### src/rtl/conv1_pkg.sv
// Shared types and default geometry for the conv1 sequencer.
// Derived sizes follow the default 28x28 image, 7x7 kernel, 3-channel configuration.
package conv1_pkg;

    localparam int unsigned DEF_WIDTH       = 28;
    localparam int unsigned DEF_HEIGHT      = 28;
    localparam int unsigned DEF_DATA_BITS   = 8;
    localparam int unsigned DEF_FILTER_SIZE = 7;
    localparam int unsigned DEF_NUM_CH      = 3;

    localparam int unsigned TAPS    = DEF_FILTER_SIZE * DEF_FILTER_SIZE;
    localparam int unsigned OUT_DIM = DEF_WIDTH - DEF_FILTER_SIZE + 1;
    localparam int unsigned OUT_PIX = OUT_DIM * (DEF_HEIGHT - DEF_FILTER_SIZE + 1);
    localparam int unsigned IMG_PIX = DEF_WIDTH * DEF_HEIGHT;

    typedef enum logic [1:0] {IDLE, LOAD, RUN, DRAIN} conv1_seq_state_t;

    typedef logic signed [DEF_DATA_BITS-1:0] weight_t;

endpackage

### src/rtl/conv1_tap_counter.sv
// Nested tap/channel write pointer for kernel loading.
// Taps advance on inc and wrap into the next channel; last flags the final word of the load.
module conv1_tap_counter #(
    parameter int unsigned TAPS   = 49,
    parameter int unsigned NUM_CH = 3,
    parameter int unsigned CH_W   = 2
) (
    input  logic            clk,
    input  logic            rst_n,
    input  logic            clear,
    input  logic            inc,
    output logic [5:0]      tap,
    output logic [CH_W-1:0] ch,
    output logic            last
);

    logic [5:0]      tap_q;
    logic [CH_W-1:0] ch_q;
    logic            tap_last;
    logic            ch_last;

    assign tap_last = (tap_q == 6'(TAPS - 1));
    assign ch_last  = (ch_q == CH_W'(NUM_CH - 1));
    assign last     = tap_last & ch_last;
    assign tap      = tap_q;
    assign ch       = ch_q;

    always_ff @(posedge clk) begin
        if (!rst_n || clear) begin
            tap_q <= '0;
            ch_q  <= '0;
        end else if (inc) begin
            if (tap_last) begin
                tap_q <= '0;
                ch_q  <= ch_last ? '0 : ch_q + 1'b1;
            end else begin
                tap_q <= tap_q + 1'b1;
            end
        end
    end

endmodule

### src/rtl/conv1_seq_ctrl.sv
// conv1 sequencer: kernel load from the host stream, single-frame pixel admission, output counting.
// Optional weight checksum enabled by defining CONV1_SEQ_CKSUM_EN.
module conv1_seq_ctrl
    import conv1_pkg::*;
#(
    parameter int unsigned WIDTH       = DEF_WIDTH,
    parameter int unsigned HEIGHT      = DEF_HEIGHT,
    parameter int unsigned DATA_BITS   = DEF_DATA_BITS,
    parameter int unsigned FILTER_SIZE = DEF_FILTER_SIZE,
    parameter int unsigned NUM_CH      = DEF_NUM_CH
) (
    input  logic                 clk,
    input  logic                 rst_n,
    input  logic                 start,
    input  logic                 load_w,
    input  logic                 w_valid,
    input  logic [DATA_BITS-1:0] w_data,
    output logic                 w_ready,
    output logic [NUM_CH-1:0]    calc_weight_en,
    output logic [5:0]           calc_weight_addr,
    output logic [DATA_BITS-1:0] calc_weight_in,
    input  logic                 pix_valid_in,
    input  logic [DATA_BITS-1:0] pix_data_in,
    output logic                 pix_ready_out,
    output logic                 conv_valid_in,
    output logic [DATA_BITS-1:0] conv_data_in,
    input  logic                 conv_ready,
    input  logic                 conv_valid_out,
`ifdef CONV1_SEQ_CKSUM_EN
    input  logic [15:0]          cksum_exp,
    output logic                 cksum_err,
`endif
    output logic                 busy,
    output logic                 frame_done
);

    localparam int unsigned NTAPS    = FILTER_SIZE * FILTER_SIZE;
    localparam int unsigned NOUT_PIX = (WIDTH - FILTER_SIZE + 1) * (HEIGHT - FILTER_SIZE + 1);
    localparam int unsigned NIMG_PIX = WIDTH * HEIGHT;
    localparam int unsigned PIX_W    = $clog2(NIMG_PIX + 1);
    localparam int unsigned OUT_W    = $clog2(NOUT_PIX + 1);
    localparam int unsigned CH_W     = (NUM_CH > 1) ? $clog2(NUM_CH) : 1;

    conv1_seq_state_t     state_q, state_d;
    logic [PIX_W-1:0]     pix_cnt_q, pix_cnt_d;
    logic [OUT_W-1:0]     out_cnt_q, out_cnt_d;
    logic [NUM_CH-1:0]    en_q, en_d;
    logic [5:0]           addr_q;
    logic [DATA_BITS-1:0] data_q;
    logic                 frame_done_q, frame_done_d;

    logic            run;
    logic            start_ok;
    logic            w_fire;
    logic            pix_fire;
    logic            out_inc;
    logic [5:0]      tap;
    logic [CH_W-1:0] ch;
    logic            last_word;

    assign run      = (state_q == RUN);
    assign start_ok = start && (state_q == IDLE);
    assign w_fire   = w_valid && w_ready;
    assign pix_fire = pix_valid_in && pix_ready_out;
    assign out_inc  = conv_valid_out && ((state_q == RUN) || (state_q == DRAIN));

    assign w_ready          = (state_q == LOAD);
    assign busy             = (state_q != IDLE);
    assign pix_ready_out    = conv_ready && run;
    assign conv_valid_in    = pix_valid_in && run;
    assign conv_data_in     = pix_data_in;
    assign calc_weight_en   = en_q;
    assign calc_weight_addr = addr_q;
    assign calc_weight_in   = data_q;
    assign frame_done       = frame_done_q;

    conv1_tap_counter #(
        .TAPS   (NTAPS),
        .NUM_CH (NUM_CH),
        .CH_W   (CH_W)
    ) u_tap_counter (
        .clk   (clk),
        .rst_n (rst_n),
        .clear (start_ok),
        .inc   (w_fire),
        .tap   (tap),
        .ch    (ch),
        .last  (last_word)
    );

    always_comb begin
        state_d      = state_q;
        pix_cnt_d    = pix_cnt_q;
        out_cnt_d    = out_cnt_q;
        en_d         = '0;
        frame_done_d = 1'b0;
        if (pix_fire) pix_cnt_d = pix_cnt_q + 1'b1;
        if (out_inc)  out_cnt_d = out_cnt_q + 1'b1;
        unique case (state_q)
            IDLE: begin
                if (start) begin
                    state_d   = load_w ? LOAD : RUN;
                    pix_cnt_d = '0;
                    out_cnt_d = '0;
                end
            end
            LOAD: begin
                if (w_fire) begin
                    en_d[ch] = 1'b1;
                    if (last_word) state_d = RUN;
                end
            end
            RUN: begin
                if (pix_fire && (pix_cnt_q == PIX_W'(NIMG_PIX - 1))) state_d = DRAIN;
            end
            DRAIN: begin
                // >= also covers a frame whose outputs all arrived before the last pixel
                if (out_cnt_d >= OUT_W'(NOUT_PIX)) begin
                    state_d      = IDLE;
                    frame_done_d = 1'b1;
                    pix_cnt_d    = '0;
                    out_cnt_d    = '0;
                end
            end
            default: state_d = IDLE;
        endcase
    end

    always_ff @(posedge clk) begin
        if (!rst_n) begin
            state_q      <= IDLE;
            pix_cnt_q    <= '0;
            out_cnt_q    <= '0;
            en_q         <= '0;
            addr_q       <= '0;
            data_q       <= '0;
            frame_done_q <= 1'b0;
        end else begin
            state_q      <= state_d;
            pix_cnt_q    <= pix_cnt_d;
            out_cnt_q    <= out_cnt_d;
            en_q         <= en_d;
            frame_done_q <= frame_done_d;
            if (w_fire) begin
                addr_q <= tap;
                data_q <= w_data;
            end
        end
    end

`ifdef CONV1_SEQ_CKSUM_EN
    logic [15:0] sum_q;
    logic [15:0] sum_nxt;
    logic        err_q;

    assign sum_nxt   = sum_q + 16'($signed(w_data));
    assign cksum_err = err_q;

    always_ff @(posedge clk) begin
        if (!rst_n) begin
            sum_q <= '0;
            err_q <= 1'b0;
        end else if (start_ok) begin
            sum_q <= '0;
            err_q <= 1'b0;
        end else if (w_fire) begin
            sum_q <= sum_nxt;
            if (last_word) err_q <= (sum_nxt != cksum_exp);
        end
    end
`endif

endmodule

### config.mk
export PLATFORM = sky130hd
export DESIGN_NAME = conv1_seq_ctrl
export DESIGN_NICKNAME = d
export VERILOG_FILES = /design/src/rtl/conv1_pkg.sv /design/src/rtl/conv1_tap_counter.sv /design/src/rtl/conv1_seq_ctrl.sv
export SDC_FILE = /design/constraint.sdc
export NUM_CORES = 1
export LEC_CHECK = 0
export CAP_MARGIN = 20
export CORE_MARGIN = 5
export CORE_UTILIZATION = 49
export DETAILED_ROUTE_END_ITERATION = 10
export PLACE_DENSITY = 0.79
export SETUP_SLACK_MARGIN = 0.05
export SLEW_MARGIN = 20
export SYNTH_ARGS = -nofsm -noshare
export SYNTH_HDL_FRONTEND = slang
export SYNTH_HIERARCHICAL = 1
export SYNTH_SLANG_ARGS = --single-unit
### constraint.sdc
create_clock -name clk -period 2.7 [get_ports clk]
set_input_delay 0.27 -clock clk [delete_from_list [all_inputs] [get_ports clk]]
set_output_delay 0.27 -clock clk [all_outputs]
set_load 0.02 [all_outputs]
==> impl_metrics.tcl, run 1 <==
set metrics [dict create \
    synth_top_cells_by_area "dfxtp_1 (41%), nand2_1 (7.7%), nor2_1 (4.8%)" \
    ctsHtreeMaxLevel 2 \
    ir_drop_mv 0.295 \
    ioPinCount 54 \
    via_per_inst 5.19 \
    synth_cell_type_count 48 \
    rows 24 \
    report.final.setup_viol 0 \
    cts_resized 0 \
    place.gp.congestion 0.819 \
    max_freq_mhz 400 \
    cp_max_fo 19 \
    worst_slew_pin_slew_ps 455 \
    setup.worst_path.start_class "register" \
    yosysTopAreaCellShare 0.413 \
    root_buffer "clkbuf_8" \
    worst-setup-path-type "reg -> reg" \
    syn_area_per_cell_um2 8.93 \
    grt_max_degree 20 \
    synth_top_family_by_area "simple AND/OR/NAND/NOR gates" \
    hold_viol_final 0 \
    arrival_ps 2720 \
    ant_nets 0 \
    max_stage_delay_ps 550 \
    place_area_um2 2650 \
    synth_area_leader_cell "dfxtp_1" \
    fin_nets 320 \
    synth_seq_area_share 0.413 \
    area_growth_syn_to_layout_pct 20.8 \
    maxCapViolCount 0 \
    cts_tree "built" \
    most-common-layout-cells "nand2_1 (47), dfxtp_1 (47), clkdlybuf4s50_1 (37)" \
    synth-simple-area-share 0.260 \
    grt_pass1_vias 1689 \
    io_buffers 37 \
    dr.pass1.iters 4 \
    required_ps 2920 \
    cts_sinks 47 \
    core_um2 4440 \
    vias 1771 \
    synthXorXnorAreaFrac 0.0615 \
    drive_above_1_share 0.0900 \
    fin_crit_sh 0.926 \
    ys.flop_type "dfxtp_1" \
    layout_min_cycle_time_ps 2500 \
    die_h_um 78.2 \
    routed_wl_um 4340 \
    async_flop_share 0 \
    status "completed" \
    synthMuxAreaShare 0.0264 \
    insertion_delay_ps 300 \
    syn_area_um2 2280 \
    endpoint_kind "register" \
    synth_fp_nets 287 \
    cp_top_family "simple AND/OR/NAND/NOR gates" \
    place.detailed.hpwl_um 3190 \
    rsz0062_at_grt "false" \
    critical-path-slowest-cell "or4_2" \
    cts_setup_buffers 0 \
    initial_utilization 0.512 \
    ys_ff_latch 47 \
    min_path_type "reg -> reg" \
    gr-total-overflow 0 \
    ys_warn_count 6 \
    holdBufCountCts 0 \
    post-route-drc-count 0 \
    finalSetupTns_ps 0 \
    synthCells 255 \
    grt_pass1_wl_um 7650 \
    drv_slew 0 \
    cp_num_buf_inv 2 \
    dieArea_um2 6110 \
    wl_per_cell_um 12.7 \
    drt_iter0_drc 97 \
    gr-usage-all-layers 0.154 \
    p_leak_nw 0.974 \
    antenna_found_initial 0 \
    die_width_um 78.2 \
    maxSlewHeadroom 0.695 \
    design_area_um2 2750 \
    crit_chain "inv_1 -> ha_1 -> o211a_1 -> or4_2 -> nand3_1 -> o31a_2 -> o31ai_4 -> buf_4 -> nor3_1" \
    diodes 0 \
    cts_buffers 5 \
    synth_edf_count 0 \
    synth-adder-area-share 0.0440 \
    skew_ps 5.13 \
    clkTransAtPathRegs_ps 80 \
    power.density_nw_per_um2 654 \
    clk_path_buf_depth 2 \
    synth_compound_area_frac 0.140 \
]
-- routing by layer --
metal  up-vias  GRT usage  wire length (um)
met3         7     0.0355               267
li1        923          -                 -
met4         0     0.0787                85
met2        44      0.239              1840
met1       797      0.201              2150
met5         -          0                 0
-- registers in the layout, indices dropped and copies added (netlist names) --
signal             cells
pix_cnt_q             10
out_cnt_q              9
calc_weight_in         8
calc_weight_addr       6
u_tap_counter/tap      6
calc_weight_en         3
state_q                2
u_tap_counter/ch       2
frame_done             1
-- area by class of cell --
cell class / count / area, um^2
well taps: 52 / 65.1
fillers: 380 / 1690
inverters: 7 / 26.3
flip-flops and latches: 47 / 941
clock buffers: 8 / 100
repair buffers: 42 / 408
multi-input cells: 185 / 1210
-- Yosys cell counts, types with 4 or more instances --
master     n
dfxtp_1   47
nand2_1   47
nor2_1    29
a21boi_0  14
xor2_1    10
buf_4      8
ha_1       8
inv_1      7
mux2i_1    6
xnor2_1    6
a21oi_1    5
clkbuf_1   5
nand2b_1   4
nand3_1    4
nand4_1    4
o211ai_1   4
o21ai_0    4
-- worst paths after layout --
check	start	to	slack, ps	cells past startpoint
worst max-delay path	state_q[0]$_SDFFE_PN0P_	pix_cnt_q[3]$_SDFF_PN0_	200	9
worst min-delay path	calc_weight_in[4]$_SDFFE_PN0P_	calc_weight_in[4]$_SDFFE_PN0P_	460	2
worst max register to register	state_q[0]$_SDFFE_PN0P_	pix_cnt_q[3]$_SDFF_PN0_	200	9
worst min register to register	calc_weight_in[4]$_SDFFE_PN0P_	calc_weight_in[4]$_SDFFE_PN0P_	460	2
-- worst min-delay path, delay by kind of cell, from the launching register on --
kind,cells,cell delay (ps)
flip-flops,1,310
AO/OA/AOI/OAI,1,60
AND/OR/NAND/NOR,1,40
-- where the power goes --
part	total [mW]	switching, mW	internal (mW)
Sequential	0.756	0.0289	0.727
Combinational	0.591	0.334	0.256
Clock	0.452	0.219	0.234
-- cell families after synthesis --
| logic type | Yosys count |
|---|---|
| simple gates | 117 |
| flops | 47 |
| compound gates | 38 |
| buf+inv | 23 |
| xor+xnor | 16 |
| fa+ha+maj | 8 |
| mux | 6 |
-- per-stage QoR --
| stage | instances | power, mW | hold slack (ps) | worst slack [ps] | utilization |
|---|---|---|---|---|---|
| 6_report | 341 | 1.80 | 463 | 199 | 0.619 |
| 5_1_grt | 341 | 1.91 | 485 | 52.3 | 0.619 |
| 2_1_floorplan | 255 | 1.20 | 415 | 380 | - |
| 3_3_place_gp | 333 | 1.36 | 448 | 326 | 0.597 |
| 3_5_place_dp | 333 | 1.38 | 457 | 223 | 0.597 |
| 4_1_cts | 341 | 1.83 | 469 | 180 | 0.619 |
(Power assumes the default switching activity.)
==> run 2: changes to the inputs <==
Settings changed: CTS_CLUSTER_SIZE from default to 25, SYNTH_HIERARCHICAL 1 to default.
==> run 2 against run 1 <==
Register-to-register slack better by 230 ps. Worst hold slack improved by 0.83 ps. Die area decreased by 0.82%. Sequential power fell by 0.9%. Core utilization is 0.23 points lower. Total power fell by 11%. Setup slack improved by 230 ps. First-iteration DRC count rose by 35%. Largest cell class unchanged.
==> impl_metrics.tcl, run 2 <==
set metrics [dict create \
    largest-register "pix_cnt_q" \
    status "completed" \
    endpoint_kind "register" \
    place.detailed.hpwl_um 3290 \
    clkTransAtPathRegs_ps 90 \
    max_freq_mhz 441 \
    min_path_type "reg -> reg" \
    layoutNonFillerInstCount 343 \
    worst_slew_pin_slew_ps 615 \
    synthCells 256 \
    cts_sinks 47 \
    area_growth_syn_to_layout_pct 20.7 \
    vias 1797 \
    syn_area_um2 2260 \
    layout_min_cycle_time_ps 2270 \
    antenna_found_initial 0 \
    ys_warn_count 0 \
    synth_area_leader_cell "dfxtp_1" \
    drive_above_1_share 0.0653 \
    ioPinCount 54 \
    rsz0062_at_grt "false" \
    worst-setup-path-type "reg -> reg" \
    dieArea_um2 6060 \
    most-common-layout-cells "dfxtp_1 (47), nand2_1 (46), clkdlybuf4s50_1 (37)" \
    place.gp.congestion 0.890 \
    cts_setup_buffers 0 \
    setup.worst_path.start_class "register" \
    synth_cell_type_count 45 \
    post-route-drc-count 0 \
    maxSlewHeadroom 0.586 \
    synth_seq_area_share 0.417 \
    hold_slack_ps 464 \
    fin_crit_sh 0.840 \
    die_width_um 77.9 \
    async_flop_share 0 \
    synth.most_common_cell "dfxtp_1" \
    clk_path_buf_depth 2 \
    ys.flop_type "dfxtp_1" \
    n_fill_cell 386 \
    cp_max_fo 8 \
    drt_iter0_drc 131 \
    synth_top_cells_by_area "dfxtp_1 (42%), nand2_1 (7.7%), nor2_1 (5.8%)" \
    grt_pass1_wl_um 7980 \
    fin_nets 323 \
    core_um2 4410 \
    utilization 0.617 \
    synth_fp_nets 288 \
    largest_reg_flops 10 \
    finalSetupTns_ps 0 \
    die_h_um 77.9 \
    synth_edf_count 0 \
    insertion_delay_ps 290 \
    via_per_inst 5.24 \
    cts_tree "built" \
    final_common_cell "dfxtp_1" \
    ys_ff_latch 47 \
    dp_cells 336 \
    dr.pass1.iters 4 \
    routed_wl_um 4500 \
    grt_max_degree 21 \
    maxCapViolCount 0 \
    required_ps 2890 \
    drv_slew 0 \
    layout_setup_ws_ps 431 \
    ctsHtreeMaxLevel 2 \
    power.density_nw_per_um2 590 \
    grt_pass1_vias 1732 \
    synth.top_cells.by_count "dfxtp_1 (47), nand2_1 (46), nor2_1 (35), a21boi_0 (15), xor2_1 (14)" \
    critical-path-slowest-cell "dfxtp_1" \
    ant_nets 0 \
    ir_drop_mv 0.428 \
    arrival_ps 2460 \
    gr-total-overflow 0 \
    rows 24 \
    yosysTopAreaCellShare 0.417 \
    max_stage_delay_ps 480 \
    cts_buffers 5 \
    hold_viol_final 0 \
    diodes 0 \
    skew_ps 8.96 \
    holdBufCountCts 0 \
    io_buffers 37 \
    gr-usage-all-layers 0.158 \
    report.final.setup_viol 0 \
    p_leak_nw 0.969 \
    root_buffer "clkbuf_8" \
    crit_chain "ha_1 -> o211a_1 -> or4b_1 -> o31a_2 -> o211ai_4 -> a211oi_2 -> o221a_2" \
    pre_cts_ws_ps 427 \
    syn_area_per_cell_um2 8.81 \
    wl_per_cell_um 13.1 \
    initial_utilization 0.511 \
    cts_resized 0 \
]
==> run 2: path summary, 6_finish.rpt <==
kind	cells after the start	end	slack [ps]	from
max	7	state_q[0]$_SDFFE_PN0P_	430	out_cnt_q[1]$_SDFF_PN0_
min	2	calc_weight_in[6]$_SDFFE_PN0P_	460	calc_weight_in[6]$_SDFFE_PN0P_
max reg2reg	7	state_q[0]$_SDFFE_PN0P_	430	out_cnt_q[1]$_SDFF_PN0_
min reg2reg	2	calc_weight_in[6]$_SDFFE_PN0P_	460	calc_weight_in[6]$_SDFFE_PN0P_
==> run 2: layout make-up <==
class / instances / area (um^2) / share of cell area
timing repair buffer: 43 / 415 / 0.153
clock buffer: 6 / 82.6 / 0.0303
multi-input combinational: 187 / 1190 / 0.436
sequential: 47 / 941 / 0.346
tap: 52 / 65.1 / 0.0239
inverter: 7 / 26.3 / 0.00965
clock inverter: 1 / 5.00 / 0.00184
==> run 2: report_power, final <==
part | internal, mW | switching (mW)
clock | 0.201 | 0.219
sequential | 0.725 | 0.0247
combinational | 0.192 | 0.246
==> run 2: metal layers <==
metal	vias to the layer above	part of all wire	global-route usage
met4	0	0.014	0.0550
met1	833	0.48	0.215
met3	8	0.041	0.0347
met5	-	0	0
li1	921	-	-
met2	35	0.46	0.246
==> run 2: worst max-delay path, delay by kind of cell (launching register included) <==
kind / cells / cell delay (ps)
AOI/OAI and AO/OA: 5 / 930
DFF: 1 / 480
and+or+nand+nor: 1 / 440
adders and majority gates: 1 / 300
==> run 2: logic make-up (layout without fill, tap and decap cells) <==
logic type | after synthesis | in the layout | synth area share
AND/OR/NAND/NOR | 116 | 116 | 0.236
multiplexers | 6 | 6 | 0.0266
buffers and inverters | 22 | 57 | 0.0566
adder cells (fa/ha/maj) | 8 | 8 | 0.0444
AO/OA/AOI/OAI | 35 | 35 | 0.134
XOR/XNOR | 22 | 22 | 0.0854
flip-flops | 47 | 47 | 0.417
==> run 2: metrics by stage <==
stage	power (mW)	cell area [um^2]
after global placement	1.19	2640
after global routing	1.70	2720
after floorplan	1.06	2260
after detailed placement	1.20	2640
final	1.61	2720
after CTS	1.62	2720
